[src/rtl/vol_ctrl_rpt.sv]
// Stereo volume/balance controller with hold-to-auto-repeat.
// Takes debounced push-button levels and maintains a master attenuation, a
// signed balance offset and a mute flag. It drives the {left,right}
// attenuation word for the decoder volume register (0 = loudest).
module vol_ctrl_rpt #(
    parameter int              CH_W     = 8,
    parameter logic [CH_W-1:0] ATT_STEP = 8'h10,
    parameter logic [CH_W-1:0] ATT_MAX  = 8'hF0,
    parameter logic [CH_W-1:0] BAL_STEP = 8'h08,
    parameter logic [CH_W-1:0] BAL_MAX  = 8'h40,
    parameter logic [CH_W-1:0] MUTE_VAL = 8'hFE,
    parameter int              HOLD_CYC = 100000,
    parameter int              RPT_CYC  = 25000
) (
    input  logic              CLK,
    input  logic              RST,
    input  logic              VOL_UP,
    input  logic              VOL_DN,
    input  logic              BAL_L,
    input  logic              BAL_R,
    input  logic              MUTE,
    output logic [2*CH_W-1:0] VOL,
    output logic [CH_W-1:0]   ATT,
    output logic              MUTED,
    output logic              BUSY
);

    localparam int CNT_MAX = (HOLD_CYC > RPT_CYC) ? HOLD_CYC : RPT_CYC;
    localparam int CNT_W   = (CNT_MAX < 2) ? 1 : $clog2(CNT_MAX);
    localparam logic [CNT_W-1:0] HOLD_LD = CNT_W'(HOLD_CYC - 1);
    localparam logic [CNT_W-1:0] RPT_LD  = CNT_W'(RPT_CYC - 1);

    // Balance limits in the widened signed domain so the step never wraps.
    localparam logic signed [CH_W:0] BAL_HI = $signed({1'b0, BAL_MAX});
    localparam logic signed [CH_W:0] BAL_LO = -BAL_HI;
    localparam logic signed [CH_W:0] BAL_ST = $signed({1'b0, BAL_STEP});

    typedef enum logic [1:0] {S_IDLE, S_HOLD, S_REPEAT, S_WAIT_REL} state_t;
    typedef enum logic [2:0] {K_NONE, K_MUTE, K_UP, K_DN, K_BL, K_BR} key_t;

    state_t                  state_q, state_d;
    key_t                    key_q, key_d;
    key_t                    act_key;
    logic [CNT_W-1:0]        cnt_q, cnt_d;
    logic [CH_W-1:0]         att_q, att_d;
    logic signed [CH_W:0]    bal_q, bal_d;
    logic                    muted_q, muted_d;
    logic [2*CH_W-1:0]       vol_q, vol_d;
    logic                    key_lvl;
    logic [CH_W:0]           bal_pos, bal_neg;

    // Louder: subtract one step, floor at zero.
    function automatic logic [CH_W-1:0] att_louder(input logic [CH_W-1:0] a);
        logic signed [CH_W:0] diff;
        diff = $signed({1'b0, a}) - $signed({1'b0, ATT_STEP});
        return diff[CH_W] ? '0 : diff[CH_W-1:0];
    endfunction

    // Quieter: add one step, ceiling at ATT_MAX.
    function automatic logic [CH_W-1:0] att_quieter(input logic [CH_W-1:0] a);
        logic [CH_W:0] sum;
        sum = {1'b0, a} + {1'b0, ATT_STEP};
        return (sum > {1'b0, ATT_MAX}) ? ATT_MAX : sum[CH_W-1:0];
    endfunction

    // Move balance one step left or right, clamped to +/-BAL_MAX.
    function automatic logic signed [CH_W:0] bal_move(input logic signed [CH_W:0] b,
                                                      input logic               to_right);
        logic signed [CH_W:0] nb;
        if (to_right) begin
            nb = b + BAL_ST;
            if (nb > BAL_HI) nb = BAL_HI;
        end else begin
            nb = b - BAL_ST;
            if (nb < BAL_LO) nb = BAL_LO;
        end
        return nb;
    endfunction

    // One channel: master attenuation plus that side's extra, clamped.
    function automatic logic [CH_W-1:0] chan_att(input logic [CH_W-1:0] a,
                                                 input logic [CH_W:0]   extra);
        logic [CH_W:0] sum;
        sum = {1'b0, a} + extra;
        return (sum > {1'b0, ATT_MAX}) ? ATT_MAX : sum[CH_W-1:0];
    endfunction

    // Level of whichever key is currently latched.
    always_comb begin
        key_lvl = 1'b0;
        case (key_q)
            K_MUTE:  key_lvl = MUTE;
            K_UP:    key_lvl = VOL_UP;
            K_DN:    key_lvl = VOL_DN;
            K_BL:    key_lvl = BAL_L;
            K_BR:    key_lvl = BAL_R;
            default: key_lvl = 1'b0;
        endcase
    end

    // Next-state: key arbitration, hold/repeat timing, actions and channel mapping.
    always_comb begin
        state_d = state_q;
        key_d   = key_q;
        cnt_d   = cnt_q;
        att_d   = att_q;
        bal_d   = bal_q;
        muted_d = muted_q;
        act_key = K_NONE;

        case (state_q)
            S_IDLE: begin
                if (MUTE)        key_d = K_MUTE;
                else if (VOL_UP) key_d = K_UP;
                else if (VOL_DN) key_d = K_DN;
                else if (BAL_L)  key_d = K_BL;
                else if (BAL_R)  key_d = K_BR;
                else             key_d = K_NONE;
                if (key_d != K_NONE) begin
                    act_key = key_d;
                    cnt_d   = HOLD_LD;
                    state_d = (key_d == K_MUTE) ? S_WAIT_REL : S_HOLD;
                end
            end
            S_HOLD, S_REPEAT: begin
                if (!key_lvl) begin
                    state_d = S_IDLE;
                    key_d   = K_NONE;
                end else if (cnt_q != '0) begin
                    cnt_d = cnt_q - CNT_W'(1);
                end else begin
                    act_key = key_q;
                    cnt_d   = RPT_LD;
                    state_d = S_REPEAT;
                end
            end
            S_WAIT_REL: begin
                if (!MUTE) begin
                    state_d = S_IDLE;
                    key_d   = K_NONE;
                end
            end
            default: begin
                state_d = S_IDLE;
                key_d   = K_NONE;
            end
        endcase

        case (act_key)
            K_MUTE: muted_d = ~muted_q;
            K_UP: begin
                att_d   = att_louder(att_q);
                muted_d = 1'b0;
            end
            K_DN: begin
                att_d   = att_quieter(att_q);
                muted_d = 1'b0;
            end
            K_BL:    bal_d = bal_move(bal_q, 1'b0);
            K_BR:    bal_d = bal_move(bal_q, 1'b1);
            default: ;
        endcase

        // Positive balance attenuates the left side, negative the right.
        bal_pos = bal_q[CH_W] ? '0 : $unsigned(bal_q);
        bal_neg = bal_q[CH_W] ? $unsigned(-bal_q) : '0;
        if (muted_q) vol_d = {MUTE_VAL, MUTE_VAL};
        else         vol_d = {chan_att(att_q, bal_pos), chan_att(att_q, bal_neg)};
    end

    // State and output registers; reset wins over every key.
    always_ff @(posedge CLK) begin
        if (RST) begin
            state_q <= S_IDLE;
            key_q   <= K_NONE;
            cnt_q   <= '0;
            att_q   <= '0;
            bal_q   <= '0;
            muted_q <= 1'b0;
            vol_q   <= '0;
        end else begin
            state_q <= state_d;
            key_q   <= key_d;
            cnt_q   <= cnt_d;
            att_q   <= att_d;
            bal_q   <= bal_d;
            muted_q <= muted_d;
            vol_q   <= vol_d;
        end
    end

    assign VOL   = vol_q;
    assign ATT   = att_q;
    assign MUTED = muted_q;
    assign BUSY  = (state_q != S_IDLE);

endmodule

[config.mk]
export PLATFORM = sky130hd
export DESIGN_NAME = vol_ctrl_rpt
export DESIGN_NICKNAME = d
export VERILOG_FILES = /design/src/rtl/vol_ctrl_rpt.sv
export SDC_FILE = /design/constraint.sdc
export NUM_CORES = 1
export LEC_CHECK = 0
export ABC_AREA = 1
export CAP_MARGIN = 20
export CORE_ASPECT_RATIO = 1.5
export CORE_UTILIZATION = 40
export DETAILED_ROUTE_END_ITERATION = 8
export RECOVER_POWER = 25
export SYNTH_ARGS = -nofsm -noshare
export SYNTH_HDL_FRONTEND = slang
export SYNTH_SLANG_ARGS = --single-unit
[constraint.sdc]
create_clock -name CLK -period 6.05 [get_ports CLK]
set_input_delay 1.815 -clock CLK [delete_from_list [all_inputs] [get_ports CLK]]
set_output_delay 1.815 -clock CLK [all_outputs]
set_load 0.02 [all_outputs]
==> impl_metrics.csv <==
group,metric,value,unit
yosys,yosysSeqAreaShare,28.3,%
yosys,synth_top_area_share,28.3,%
yosys,ys_ff_latch,46,
yosys,synth_most_common_cell,"nand2_1",
global_routing,grt_pass1_vias,2942,
detailed_routing,ant_nets,0,
yosys,yosysWarnings,0,
critical_path,crit_path_start_kind,"input port",
placed_design,gp_congestion,0.945,
sta,drv_slew,0,
global_routing,grt_start_max_net_pins,26,
critical_path,crit_top_cell,"nand2_1",
layout,area_growth,15.6,%
yosys,synth.largest_area_cell,"dfxtp_1",
yosys,synth_common_cells,"95 x nand2_1, 63 x nor2_1, 60 x inv_1",
placed_design,port_buffers,27,
detailed_routing,dr_total_vias,3083,
layout,drive_above_1_share,6.03,%
job,drv_cap,0,
yosys,synth-edff-count,0,
yosys,synthFlopType,"dfxtp_1",
clock_network,clk_latency,0.29,ns
placed_design,postPlaceCellArea,0.00357,mm²
yosys,yosys-top-cells-area,"dfxtp_1 28%, nand2_1 11%, ha_1 8.8%, nor2_1 7.3%, inv_1 6.9%",
critical_path,path_buf_inv,3,
detailed_routing,drc,0,
critical_path,crit_fanout,13,
clock_network,cts-buffers-inserted,5,
clock_network,cts-hold-fix-buffers,0,
power,leakagePower,1.81,nW
critical_path,critPathKind,"in2reg",
detailed_routing,post_drt_wl_per_cell,12.8,µm
status,outcome,"finished, final reports clean",
yosys,synth_cells,490,
clock_network,clockBufferDepth,2,
yosys,ys_types,39,
detailed_routing,drtIter0Drc,150,
floorplanning,die_h,112,µm
critical_path,cp.arrival,4.28,ns
global_routing,antenna_found_initial,0,
layout,final_cell_area,0.00376,mm²
sta,max_clock_freq,244,MHz
placed_design,place_ws,1.64,ns
placed_design,hpwlAfterDp,6.15,mm
sta,final.hold.worst_slack,0.463,ns
layout,diodes,0,
sta,worst_pin_slew,0.985,ns
clock_network,cts-root-buf,"clkbuf_16",
critical_path,critPathRequiredTime,6.23,ns
floorplanning,die_x,75.6,µm
sta,hold_viol_final,0,
power,vdd_drop_max,0.198,mV
global_routing,overflow,0,
floorplanning,num_rows,39,
yosys,async_reset_ff_share,0,%
critical_path,crit_path_end_kind,"flip-flop",
floorplanning,die_area,0.00850,mm²
sta,final.min_clock_period,4.10,ns
floorplanning,pin_count,33,
detailed_routing,firstDrtPassIters,5,
sta,fin_tns_setup,0,ns
clock_network,clk_pin_slew_worst_paths,0.06,ns
layout,nets,544,
sta,post-route-period-util,67.8,%
critical_path,cp_top_family,"simple AND/OR/NAND/NOR gates",
floorplanning,core_area,0.00776,mm²
clock_network,htreeDepth,2,
sta,slew_headroom,34.4,%
detailed_routing,vias_per_cell,5.00,
sta,setup_viol,0,
global_routing,grt_usage,20.0,%
clock_network,cts_sinks,46,
floorplanning,initial_core_util,41.9,%
sta,skew,0.00635,ns
yosys,syn_avg_cell_area,6.64,µm²
sta,rsz0062_at_grt,"no",
critical_path,critPathSlowestCell,"nor2_1",
clock_network,post_cts_buffers,0,
power,power_density,472,mW/mm²
critical_path,critical_path.cell_chain,"clkdlybuf4s50_1, inv_2, nand2_1, nand2_1, nand2_1, inv_1, nor2_1, nand2_1, nand2_2, nand2_2, a21oi_1, nand3_1, nand2_1, nor2_1",
worst_hold_path,hp-class,"reg2reg",
detailed_routing,wl,7.86,mm
clock_network,cts_tree,"yes",
yosys,syn_area,0.00325,mm²
global_routing,grt_first_pass_wirelength,13.1,mm
sta,setup_ws,1.95,ns
critical_path,critPathMaxStageDelay,0.69,ns
clock_network,ctsResizeCount,0,
[flip-flops by register name, summed over array words and instances (netlist names)]
name,flops
ATT,4
state_q,2
key_q,3
cnt_q,17
bal_q,6
VOL,13
MUTED,1
[cell type report]
cell class	count	area, µm²
multi-input cells	370	2010
repair buffers	28	274
inverters	62	233
clock inverters	3	68.8
flip-flops and latches	46	921
clock buffers	5	125
well taps	102	128
fillers	774	4000
[per-stage QoR]
| stage | cells | util [%] | total power [mW] |
|---|---|---|---|
| 2_1_floorplan | 496 | - | 1.17 |
| 3_3_place_gp | 608 | 46.0 | 1.42 |
| 3_5_place_dp | 608 | 46.0 | 1.43 |
| 4_1_cts | 616 | 48.5 | 1.79 |
| 5_1_grt | 616 | 48.5 | 1.93 |
| 6_report | 616 | 48.5 | 1.78 |
[worst paths after layout]
| check | start | end | slack, ns | depth (start not counted) |
|---|---|---|---|---|
| hold reg to reg | cnt_q[0]$_SDFFE_PP0P_ | cnt_q[0]$_SDFFE_PP0P_ | 0.46 | 1 |
| setup / recovery | MUTE | MUTED$_SDFFE_PP0P_ | 1.95 | 14 |
| hold / removal | cnt_q[0]$_SDFFE_PP0P_ | cnt_q[0]$_SDFFE_PP0P_ | 0.46 | 1 |
| setup reg to reg | bal_q[3]$_SDFFE_PP0P_ | VOL[4]$_SDFF_PP0_ | 3.40 | 14 |
[cells in the final DEF (no fill, tap or decap), types with 2 or more instances in the layout]
| cell | n |
|---|---|
| nor2_1 | 63 |
| dlygate4sd3_1 | 10 |
| inv_1 | 60 |
| o21ai_1 | 9 |
| nor2_2 | 6 |
| nand2_1 | 95 |
| inv_2 | 2 |
| nor3_1 | 5 |
| a21oi_1 | 35 |
| nand3b_1 | 3 |
| xor2_1 | 12 |
| ha_1 | 23 |
| clkdlybuf4s50_1 | 17 |
| o31ai_1 | 3 |
| nor2_4 | 3 |
| o211ai_1 | 2 |
| nand2_2 | 7 |
| conb_1 | 8 |
| bufinv_16 | 2 |
| a31oi_1 | 6 |
| nand3_1 | 30 |
| xnor2_1 | 4 |
| a211oi_1 | 3 |
| dfxtp_1 | 46 |
| nand4_1 | 5 |
| o21ai_0 | 38 |
| clkbuf_16 | 5 |
[cells by family (layout without fill, tap and decap cells)]
family                   Yosys count  after routing  share of synthesized area [%]
other                              2              8                          0.231
XOR/XNOR                          16             16                           4.31
adder cells (fa/ha/maj)           24             24                           9.47
AO/OA/AOI/OAI                     98             98                           16.2
AND/OR/NAND/NOR                  224            224                           30.9
flip-flops                        46             46                           28.3
buffers and inverters             80             98                           10.5
[where the power goes]
group          internal, mW  switching [mW]  total, mW
sequential            0.392          0.0908      0.483
combinational         0.337           0.598      0.934
clock                 0.237           0.121      0.359
total                 0.966           0.810       1.78
[worst register-to-register path, cell delays in order (launching register included)]
cell and delay (ns):
dfxtp_1 0.44, inv_1 0.17, ha_1 0.26, xor2_1 0.24
nor2_1 0.07, ha_1 0.33, nand2_1 0.08, nand2_1 0.05
nand2_1 0.07, nand2_1 0.05, a21oi_1 0.15, xnor2_1 0.18
o21ai_0 0.18, o21ai_0 0.21, inv_1 0.06
[layer usage]
layer,up-vias,routed length (µm),global-route usage (%)
met3,17,207,2.69
met5,-,0,0
li1,1623,-,-
met2,50,4110,34.5
met1,1393,3330,23.3
met4,0,223,9.88
Power figures use the tool's default switching activity.
